[src/rtl/ether_pkg.sv]
// Shared Ethernet receive-path types and default constants.
package ether_pkg;

  typedef enum logic [1:0] {
    StIdle,
    StPre,
    StData,
    StDrop
  } rx_state_e;

  localparam logic [1:0]  PRE_DIBIT  = 2'b01;
  localparam logic [1:0]  SFD_DIBIT  = 2'b11;
  localparam int unsigned MIN_PRE    = 28;
  localparam int unsigned MAX_DIBITS = 6144;

endpackage

[src/rtl/rmii_rx.sv]
// RMII receive framer: strips preamble/SFD and streams payload dibits in wire order.
// Frames with short preamble, bad SFD or length overrun are discarded until carrier drops.
module rmii_rx #(
  parameter int unsigned MIN_PRE    = ether_pkg::MIN_PRE,
  parameter int unsigned MAX_DIBITS = ether_pkg::MAX_DIBITS
) (
  input  logic       clk,
  input  logic       rst,
  input  logic       crsdv,
  input  logic [1:0] rxd,
  output logic       axiov,
  output logic [1:0] axiod,
  output logic       sof,
  output logic       eof,
  output logic       err
);

  localparam int unsigned PW = $clog2(MIN_PRE + 1);
  localparam int unsigned DW = $clog2(MAX_DIBITS + 1);

  ether_pkg::rx_state_e state_q, state_d;
  logic [PW-1:0] pre_cnt_q, pre_cnt_d;
  logic [DW-1:0] dib_cnt_q, dib_cnt_d;
  logic          axiov_q, axiov_d;
  logic [1:0]    axiod_q, axiod_d;
  logic          sof_q, sof_d;
  logic          eof_q, eof_d;
  logic          err_q, err_d;

  always_comb begin
    state_d   = state_q;
    pre_cnt_d = pre_cnt_q;
    dib_cnt_d = dib_cnt_q;
    axiov_d   = 1'b0;
    axiod_d   = axiod_q;
    sof_d     = 1'b0;
    eof_d     = 1'b0;
    err_d     = 1'b0;

    case (state_q)
      ether_pkg::StIdle: begin
        pre_cnt_d = '0;
        dib_cnt_d = '0;
        if (crsdv) begin
          if (rxd == ether_pkg::PRE_DIBIT) begin
            state_d   = ether_pkg::StPre;
            pre_cnt_d = PW'(1);
          end else begin
            state_d = ether_pkg::StDrop;
          end
        end
      end

      ether_pkg::StPre: begin
        if (!crsdv) begin
          state_d   = ether_pkg::StIdle;
          pre_cnt_d = '0;
        end else if (rxd == ether_pkg::PRE_DIBIT) begin
          if (pre_cnt_q < PW'(MIN_PRE)) pre_cnt_d = pre_cnt_q + PW'(1);
        end else if (rxd == ether_pkg::SFD_DIBIT && pre_cnt_q >= PW'(MIN_PRE)) begin
          state_d   = ether_pkg::StData;
          pre_cnt_d = '0;
          dib_cnt_d = '0;
        end else begin
          state_d   = ether_pkg::StDrop;
          pre_cnt_d = '0;
        end
      end

      ether_pkg::StData: begin
        if (!crsdv) begin
          state_d   = ether_pkg::StIdle;
          eof_d     = (dib_cnt_q != '0);
          dib_cnt_d = '0;
        end else if (dib_cnt_q == DW'(MAX_DIBITS)) begin
          // Overrun dibit is swallowed; the frame is abandoned without eof.
          state_d   = ether_pkg::StDrop;
          err_d     = 1'b1;
          dib_cnt_d = '0;
        end else begin
          axiov_d   = 1'b1;
          axiod_d   = rxd;
          sof_d     = (dib_cnt_q == '0);
          dib_cnt_d = dib_cnt_q + DW'(1);
        end
      end

      ether_pkg::StDrop: begin
        pre_cnt_d = '0;
        dib_cnt_d = '0;
        if (!crsdv) state_d = ether_pkg::StIdle;
      end

      default: state_d = ether_pkg::StDrop;
    endcase
  end

  // Reset lands in drop so a frame already on the wire is ignored until carrier drops.
  always_ff @(posedge clk or posedge rst) begin
    if (rst) begin
      state_q   <= ether_pkg::StDrop;
      pre_cnt_q <= '0;
      dib_cnt_q <= '0;
      axiov_q   <= 1'b0;
      axiod_q   <= 2'b00;
      sof_q     <= 1'b0;
      eof_q     <= 1'b0;
      err_q     <= 1'b0;
    end else begin
      state_q   <= state_d;
      pre_cnt_q <= pre_cnt_d;
      dib_cnt_q <= dib_cnt_d;
      axiov_q   <= axiov_d;
      axiod_q   <= axiod_d;
      sof_q     <= sof_d;
      eof_q     <= eof_d;
      err_q     <= err_d;
    end
  end

  assign axiov = axiov_q;
  assign axiod = axiod_q;
  assign sof   = sof_q;
  assign eof   = eof_q;
  assign err   = err_q;

endmodule

[config.mk]
export PLATFORM = sky130hd
export DESIGN_NAME = rmii_rx
export DESIGN_NICKNAME = d
export VERILOG_FILES = /design/src/rtl/ether_pkg.sv /design/src/rtl/rmii_rx.sv
export SDC_FILE = /design/constraint.sdc
export NUM_CORES = 1
export LEC_CHECK = 0
export BUFFER_PORTS_ARGS = -buffer_cell sky130_fd_sc_hd__buf_2
export CAP_MARGIN = 20
export CORE_UTILIZATION = 40
export CTS_BUF_LIST = sky130_fd_sc_hd__clkbuf_8
export DETAILED_ROUTE_END_ITERATION = 12
export SYNTH_ARGS = -nofsm -noshare
export SYNTH_HDL_FRONTEND = slang
export SYNTH_SLANG_ARGS = --single-unit
[constraint.sdc]
create_clock -name clk -period 3.2 [get_ports clk]
set_input_delay 0.16 -clock clk [delete_from_list [all_inputs] [get_ports clk]]
set_output_delay 0.16 -clock clk [all_outputs]
set_load 0.005 [all_outputs]
==> flow_summary.toml, run 1 <==
[run_status]
status = "complete, no violations"

[yosys]
syn_area_um2 = 1473
ys_seq_area_share_pct = 44.35
synth-async-reset-ratio_pct = 100.0
synth_nets = 156
ys_warn_count = 0
syn_avg_cell_area_um2 = 10.02
ys_ff_latch = 26
synth_edf_count = 0
synthCells = 147
ys.flop_type = "dfrtp_1"
ys_types = 48

[cts]
insertion_delay_ns = 0.27
cts_tree = "yes"
clock-root-buffer = "clkbuf_8"
clk_pin_slew_worst_paths_ns = 0.09
cts_buffer_depth = 2
cts_sinks = 26
cts_setup_buffers = 0
htree_levels = 1
cts_inserted_buffers = 3

[drt]
wl_per_cell_um = 13.67
ant_nets = 0
vias = 1141
drc = 0
finalWirelength_mm = 2.776
vias_per_cell = 5.621
dr.pass1.iters = 4
drt_iter0_drc = 97

[setup_path]
cp_data_required_time_ns = 3.36
worstSetupEndpointType = "register"
worst-setup-path-type = "reg -> reg"
cp-start-kind = "register"
cp.arrival_ns = 2.02
cp_max_fo = 10

[timing]
slew_violations = 0
fin_ws_ns = 1.338
period_minus_slack_ns = 1.862
rsz0062_at_grt = "false"
setup_viol = 0
finalCritPeriodShare_pct = 58.18
timing.fmax_mhz = 537.1
hold_ws_ns = 0.1538
final_hold_viol_count = 0
worst_pin_slew_ns = 0.7386
slew_headroom_pct = 50.76
finClkSkew_ns = 0.009691
fin_tns_setup_ns = 0

[place]
portBuffers = 10
place_congestion = 0.8007
pre_cts_slack_ns = 1.340
place_area_um2 = 1540
hpwl_mm = 1.939

[floorplan]
core_area_um2 = 3442
die_w_um = 62.68
die_area_um2 = 3928
io_pins = 11
row_count = 21
die_height_um = 62.68
start_util_pct = 42.78

[layout]
nFillCells = 340
final_cell_mix = "dfrtp_1, nand2_1, nand3_1, buf_2"
antenna_cells = 0
areaGrowthSynthToFinish_pct = 10.20
drive_above_1_share_pct = 19.75
nNetsFinal = 167
layout_commonest_cell = "dfrtp_1"
finalInstanceArea_um2 = 1623

[pwr]
power_leakage_nw = 0.7126
p_int_mw = 0.4558
pwr-share-comb_pct = 10.7
power_switching_mw = 0.1415
power.share.clock_pct = 30.6
ir_drop_mv = 0.1452
seqPwrFrac_pct = 58.7
switching_share_pct = 23.69
power_density_nw_per_um2 = 368.1

[global_route]
grt_max_degree = 27
gr-total-overflow = 0
antenna_found_initial = 0
grt_pass1_vias = 1082
grt_pass1_wl_mm = 4.947
gr-usage-all-layers_pct = 15.70

[run]
cap_violations = 0

[worst_hold_path]
hold_path.class = "in -> reg"
## layer usage
metal | track usage [%] | part of all wire [%] | up-vias
li1 | - | - | 566
met1 | 21.25 | 49 | 560
met2 | 24.73 | 47 | 13
met3 | 2.737 | 2.6 | 2
met4 | 6.395 | 0.72 | 0
met5 | 0 | 0 | -
## flip-flops by register name (all words and copies together), names as in the netlist
signal	cells
dib_cnt_q	13
axiov	1
err	1
pre_cnt_q	5
state_q	2
eof	1
axiod	2
sof	1
## final timing paths
kind / cells after the start / start / endpoint / slack [ns]
worst max-delay path: 7 / dib_cnt_q[0]$_DFFE_PP0P_ / axiod[0]$_DFFE_PP0P_ / 1.34
worst min-delay path: 2 / crsdv / state_q[1]$_DFFE_PP1P_ / 0.15
worst max register to register: 7 / dib_cnt_q[0]$_DFFE_PP0P_ / axiod[0]$_DFFE_PP0P_ / 1.34
worst min register to register: 1 / axiod[1]$_DFFE_PP0P_ / axiod[1]$_DFFE_PP0P_ / 0.51
max in group asynchronous: 4 / rst / state_q[0]$_DFFE_PP1P_ / 2.43
min in group asynchronous: 3 / rst / sof$_DFF_PP0_ / 0.32
## cell usage after synthesis (3+ instances only)
cell type	count	area share (%)
a41oi_1	3	1.8
and2_1	4	1.7
and3_1	5	2.1
ha_1	4	3.4
nor2_1	6	1.5
nand3_1	10	3.4
inv_1	7	1.8
dfrtp_1	24	41
nand2b_1	4	1.7
nand2_1	16	4.1
nor3_1	3	1.0
a21oi_1	6	2.0
o21ai_0	8	2.7
## cell families after synthesis
kind of cell / count (synthesis) / share of synthesized area [%]
and+or+nand+nor: 66 / 27.19
AOI/OAI and AO/OA: 33 / 17.16
DFF: 26 / 44.35
buffers and inverters: 14 / 4.928
adders and majority gates: 4 / 3.399
xor gates and xnor gates: 2 / 1.190
muxes: 2 / 1.784
## worst max-delay path, cell delays in order, from the launching register on
cell and delay (ns):
dfrtp_1 0.45, inv_1 0.09, ha_1 0.14, nor4b_4 0.19
nand3_2 0.16, o21ai_4 0.34, inv_4 0.09, mux2_4 0.30
## power by group through the flow
stage               Clock [mW]  Sequential, mW  Combinational (mW)
floorplan                    0           0.356              0.0399
global placement             0           0.356              0.0596
detailed placement           0           0.357              0.0597
CTS                      0.189           0.351              0.0602
global route             0.212           0.353              0.0710
finish                   0.183           0.351              0.0641
## repair_timing
action,CTS,global route
setup endpoints to repair,0,0
hold buffers,0,1
hold endpoints to repair,0,2
resized for setup,0,0
## per-stage QoR
stage | cells | power (mW) | utilization, %
2_1_floorplan | 147 | 0.3956 | -
3_3_place_gp | 197 | 0.4159 | 44.75
3_5_place_dp | 197 | 0.4165 | 44.75
4_1_cts | 201 | 0.5997 | 46.06
5_1_grt | 203 | 0.6355 | 47.15
6_report | 203 | 0.5973 | 47.15
## cell type report
| cell class | count | area [um2] | share of cell area, % |
|---|---|---|---|
| inverters | 8 | 32.53 | 2.005 |
| well taps | 46 | 57.56 | 3.547 |
| clock buffers | 3 | 41.29 | 2.544 |
| flip-flops and latches | 26 | 653.1 | 40.25 |
| clock inverters | 1 | 3.754 | 0.2313 |
| repair buffers | 12 | 87.58 | 5.397 |
| multi-input cells | 107 | 747.0 | 46.03 |
(Power assumes the default switching activity.)
==> inputs of run 2 (changes only) <==
clock period = 1.85 ns   (was 3.2 ns; I/O delays follow)
==> run 2 against run 1 <==
Clock skew down 0.00078 ns. Hold slack worse by 0.071 ns. Critical path depth unchanged. Highest routed layer unchanged. Critical path type unchanged. Largest power group unchanged.
==> flow_summary.toml, run 2 (synthesis gave the netlist of run 1 again) <==
[pwr]
pwr-share-comb_pct = 12.1
power_switching_mw = 0.2500
power.share.clock_pct = 30.1
ir_drop_mv = 0.2539
power_leakage_nw = 0.7553
switching_share_pct = 23.86
seqPwrFrac_pct = 57.8
power_density_nw_per_um2 = 622.8
p_int_mw = 0.7980

[drt]
highest_layer = "met4"
vias_per_cell = 5.580
wl_met2_mm = 1.400
vias = 1183
wl_per_cell_um = 14.41
m1WireLength_mm = 1.531
finalWirelength_mm = 3.055
drc = 0
dr_wl_met3_um = 89
ant_nets = 0
dr.pass1.iters = 4
drt_iter0_drc = 90

[floorplan]
core_area_um2 = 3442
io_pins = 11
die_area_um2 = 3928
row_count = 21
start_util_pct = 42.78
die_w_um = 62.68
die_height_um = 62.68

[layout]
antenna_cells = 0
nNetsFinal = 176
final_cell_mix = "dfrtp_1, nand2_1, nand3_1, buf_2, buf_4"
layout_commonest_cell = "dfrtp_1"
regMostFlops = "dib_cnt_q"
fin_util_pct = 48.89
largest_registers = "dib_cnt_q x13, pre_cnt_q x5"
drive_above_1_share_pct = 24.10
largest_reg_flops = 13
areaGrowthSynthToFinish_pct = 14.27

[setup_path]
crit_start = "dib_cnt_q[1]$_DFFE_PP0P_"
worstSetupEndpointType = "register"
worst-setup-path-type = "reg -> reg"
cp-start-kind = "register"
cp_max_fo = 6
cp_data_required_time_ns = 2.01
rr_startpoint = "dib_cnt_q[1]$_DFFE_PP0P_"
cp.arrival_ns = 1.88
ff2ff_path_depth = 7

[cts]
htree_levels = 1
cts_inserted_buffers = 3
insertion_delay_ns = 0.27
clock-root-buffer = "clkbuf_8"
cts_sinks = 26
cts_buffer_depth = 2
cts.repair.resized = 0
cts_tree = "yes"
clk_pin_slew_worst_paths_ns = 0.09

[timing]
timing.fmax_mhz = 581.9
finalCritPeriodShare_pct = 92.90
setup_viol = 0
finClkSkew_ns = 0.008913
period_minus_slack_ns = 1.719
rsz0062_at_grt = "false"
slew_violations = 0
slew_headroom_pct = 72.60
fin_tns_setup_ns = 0
final_hold_viol_count = 0
hold_ws_ns = 0.08286
worst_pin_slew_ns = 0.4098

[run]
cap_violations = 0

[place]
place_congestion = 0.8075
hpwl_mm = 2.175
portBuffers = 10

[worst_hold_path]
min_from = "crsdv"
hold_path.class = "in -> reg"
hold_path_depth = 2

[run_status]
status = "complete, no violations"

[global_route]
gr-usage-all-layers_pct = 16.75
antenna_found_initial = 0
grt_max_degree = 27
grt_pass1_vias = 1114
gr-total-overflow = 0
grt_pass1_wl_mm = 5.264
==> run 2: critical path, cell delays in order (launching register included) <==
cell and delay [ns]:
dfrtp_1 0.44, inv_1 0.08, ha_1 0.13, nor4b_4 0.19, nand3_2 0.14, o21ai_4 0.25, inv_4 0.08, mux2_4 0.30
==> run 2: per-layer routing <==
metal / vias up / GRT usage [%]
li1: 585 / -
met3: 4 / 2.007
met1: 571 / 23.76
met2: 23 / 26.36
met5: - / 0
met4: 0 / 5.523
==> run 2: power groups by stage <==
stage                     combinational (mW)  sequential, mW  clock, mW
after floorplan                       0.0690           0.615          0
after global placement                 0.119           0.617          0
after detailed placement               0.121           0.617          0
after CTS                              0.124           0.606      0.331
after global routing                   0.140           0.609      0.355
final                                  0.126           0.606      0.316
==> run 2: area by class of cell <==
| class | instances | area, um2 |
|---|---|---|
| Timing Repair Buffer | 21 | 147.6 |
| Clock inverter | 1 | 3.754 |
| Sequential cell | 26 | 653.1 |
| Inverter | 8 | 32.53 |
| Multi-Input combinational cell | 107 | 747.0 |
| Tap cell | 46 | 57.56 |
| Clock buffer | 3 | 41.29 |
| Fill cell | 331 | 1759 |
==> run 2: final timing paths <==
kind                                       endpoint  slack (ns)
setup / recovery               axiod[0]$_DFFE_PP0P_        0.13
hold / removal               state_q[1]$_DFFE_PP1P_        0.08
setup reg to reg               axiod[0]$_DFFE_PP0P_        0.13
hold reg to reg                axiod[0]$_DFFE_PP0P_        0.52
max in group asynchronous    state_q[1]$_DFFE_PP1P_        1.13
min in group asynchronous  dib_cnt_q[9]$_DFFE_PP0P_        0.42
==> run 2: per-stage QoR <==
step                      instances  power [mW]  setup WS (ns)  area, um2
after floorplan                 147      0.6843         0.1869       1473
after global placement          205      0.7355         0.1931       1613
after detailed placement        205      0.7379         0.1393       1613
after CTS                       210       1.061         0.1236       1668
after global routing            212       1.104      0.0005747       1683
final                           212       1.048         0.1314       1683
==> run 2: timing repair <==
| action | 4_1_cts | 5_1_grt |
|---|---|---|
| endpoints found under the setup margin | 0 | 2 |
| hold buffers | 1 | 0 |
| endpoints found under the hold margin | 24 | 0 |
| buffers inserted | 0 | 2 |
==> inputs of run 3 (changes only) <==
ABC_AREA = 1   (was default)
==> run 3 against run 2 <==
Utilization is 1.5 points lower. Wire length is 6.0% lower. Clock-buffer cell count stayed put. Critical path depth is 1 lower. Sequential cell count stayed put. Register-to-register slack better by 0.15 ns. Design area is 2.2% lower. Final cell count is 21% higher. Fmax is 9.9% higher. Critical path type unchanged. Critical endpoint is now dib_cnt_q[6]$_DFFE_PP0P_.
==> flow_summary.toml, run 3 <==
[cts]
cts_inserted_buffers = 3
insertion_delay_ns = 0.27
cts_tree = "yes"
cts_buffer_depth = 2
htree_levels = 1
cts.repair.resized = 0
cts_setup_buffers = 0
clock-root-buffer = "clkbuf_8"
cts_sinks = 26
clk_pin_slew_worst_paths_ns = 0.09
cts-hold-fix-buffers = 1

[timing]
period_minus_slack_ns = 1.564
fin_tns_setup_ns = 0
slew_violations = 0
timing.fmax_mhz = 639.4
final_hold_viol_count = 0
worst_pin_slew_ns = 0.4459
finClkSkew_ns = 0.005402
hold_ws_ns = 0.05200
slew_headroom_pct = 70.17
finalCritPeriodShare_pct = 84.54
setup_viol = 0
rsz0062_at_grt = "false"

[layout]
layout_commonest_cell = "nand2_1"
areaGrowthSynthToFinish_pct = 9.675
fin_util_pct = 47.44
antenna_cells = 0
largest_reg_flops = 13
nNetsFinal = 222
multi_input_area_um2 = 734.5
nFillCells = 370
drive_above_1_share_pct = 18.01
regMostFlops = "dib_cnt_q"
seq_area_um2 = 653.1
final_cell_mix = "nand2_1, nor2_1, dfrtp_1, nand3_1, inv_1"
largest_registers = "dib_cnt_q x13, pre_cnt_q x5"

[setup_path]
critPathSlowestCell = "dfstp_2"
worstSetupEndpointType = "register"
path_cells = "inv_2, nor2_2, nand2_2, nand2_8, nand2_1, nor2_1"
worst-setup-path-type = "reg -> reg"
ff2ff_setup_slack_ns = 0.29
slowest_delay_ns = 0.60
cp-start-kind = "register"
cp.arrival_ns = 1.76
cp_max_fo = 20
cp_data_required_time_ns = 2.05

[place]
portBuffers = 10
place_congestion = 0.8183
hpwl_mm = 2.185

[floorplan]
start_util_pct = 43.25
die_area_um2 = 3999
die_w_um = 63.24
row_count = 21
io_pins = 11
core_area_um2 = 3468
die_height_um = 63.24

[global_route]
grt_max_degree = 27
grt_pass1_vias = 1158
gr-total-overflow = 0
gr-usage-all-layers_pct = 15.71
antenna_found_initial = 0
grt_pass1_wl_mm = 4.995

[yosys]
ys_seq_area_share_pct = 43.54
synth.most_common_cell = "nand2_1"
synth_area_leader_cell = "dfrtp_1"
ys_warn_count = 0
synth_edf_count = 0
ys.flop_type = "dfrtp_1"
synth_nets = 208
syn_avg_cell_area_um2 = 7.539
ys_types = 28
synth_area_leaders = "dfrtp_1, nand2_1, nor2_1"
ys_ff_latch = 26
syn_area_um2 = 1500
synthCells = 199
synth_common_cells = "nand2_1, nor2_1, dfrtp_1"
synth.top_cell.area_share_pct = 40.03
synth-async-reset-ratio_pct = 100.0

[pwr]
power_mw = 1.718
ir_drop_mv = 0.5574
power_density_nw_per_um2 = 1044
power_leakage_nw = 0.8128

[drt]
drt_iter0_drc = 44
finalWirelength_mm = 2.871
ant_nets = 0
vias_per_cell = 5.008
vias = 1287
wl_per_cell_um = 11.17
drc = 0
dr.pass1.iters = 4

[worst_hold_path]
hold_path.class = "in -> reg"

[run]
cap_violations = 0

[run_status]
status = "complete, no violations"
## run 3: cell types whose count changed after synthesis, moves of 4 or more
cell,delta
a21oi_1,+5
and2_1,-4
and3_1,-5
inv_1,+12
inv_2,+4
nand2_1,+28
nand2_2,+6
nand2b_1,-4
nand3_1,+12
nor2_1,+24
nor2_2,+5
o21ai_1,+4
## run 3: power by group
group / switching [mW] / total [mW] / internal, mW
Sequential: 0.0742 / 0.742 / 0.668
Clock: 0.171 / 0.317 / 0.146
Combinational: 0.439 / 0.659 / 0.220
Total: 0.684 / 1.72 / 1.03
## run 3: cells by family after synthesis
| family | after synthesis | synth area share, % |
|---|---|---|
| buffers and inverters | 27 | 7.506 |
| and+or+nand+nor | 118 | 37.12 |
| AOI/OAI and AO/OA | 24 | 8.508 |
| adders and majority gates | 4 | 3.336 |
| DFF | 26 | 43.54 |
## run 3: layout make-up
cell class	instances	area share, %
multi-input cells	146	44.64
flip-flops and latches	26	39.70
inverters	24	5.551
repair buffers	12	4.106
well taps	46	3.498
clock buffers	3	2.510
## run 3: per-layer routing
layer	vias to the layer above	share of wire (%)	global-route usage (%)
li1	662	-	-
met1	607	49	21.44
met2	14	47	25.40
met3	4	1.7	1.630
met4	0	1.5	6.250
met5	-	0	0
## run 3: worst paths after layout
kind                                         from                  endpoint  cells past startpoint
max in group asynchronous                     rst    state_q[1]$_DFFE_PP1P_                      4
max reg2reg                state_q[0]$_DFFE_PP1P_  dib_cnt_q[6]$_DFFE_PP0P_                      6
min reg2reg                  axiod[1]$_DFFE_PP0P_      axiod[1]$_DFFE_PP0P_                      2
min                                        rxd[1]      axiod[1]$_DFFE_PP0P_                      3
min in group asynchronous                     rst      axiod[0]$_DFFE_PP0P_                      4
max                        state_q[0]$_DFFE_PP1P_  dib_cnt_q[6]$_DFFE_PP0P_                      6
## run 3: per-stage QoR
step | setup slack [ns] | cells | area (um2)
floorplan | 0.5653 | 199 | 1500
global placement | 0.3176 | 253 | 1594
detailed placement | 0.3228 | 253 | 1594
CTS | 0.3015 | 257 | 1645
global route | 0.1692 | 257 | 1645
finish | 0.2860 | 257 | 1645
## run 3: worst max-delay path, delay by kind of cell, from the launching register on
kind	cells	cell delay, ns
simple gates	5	0.82
buf+inv	1	0.07
flops	1	0.60
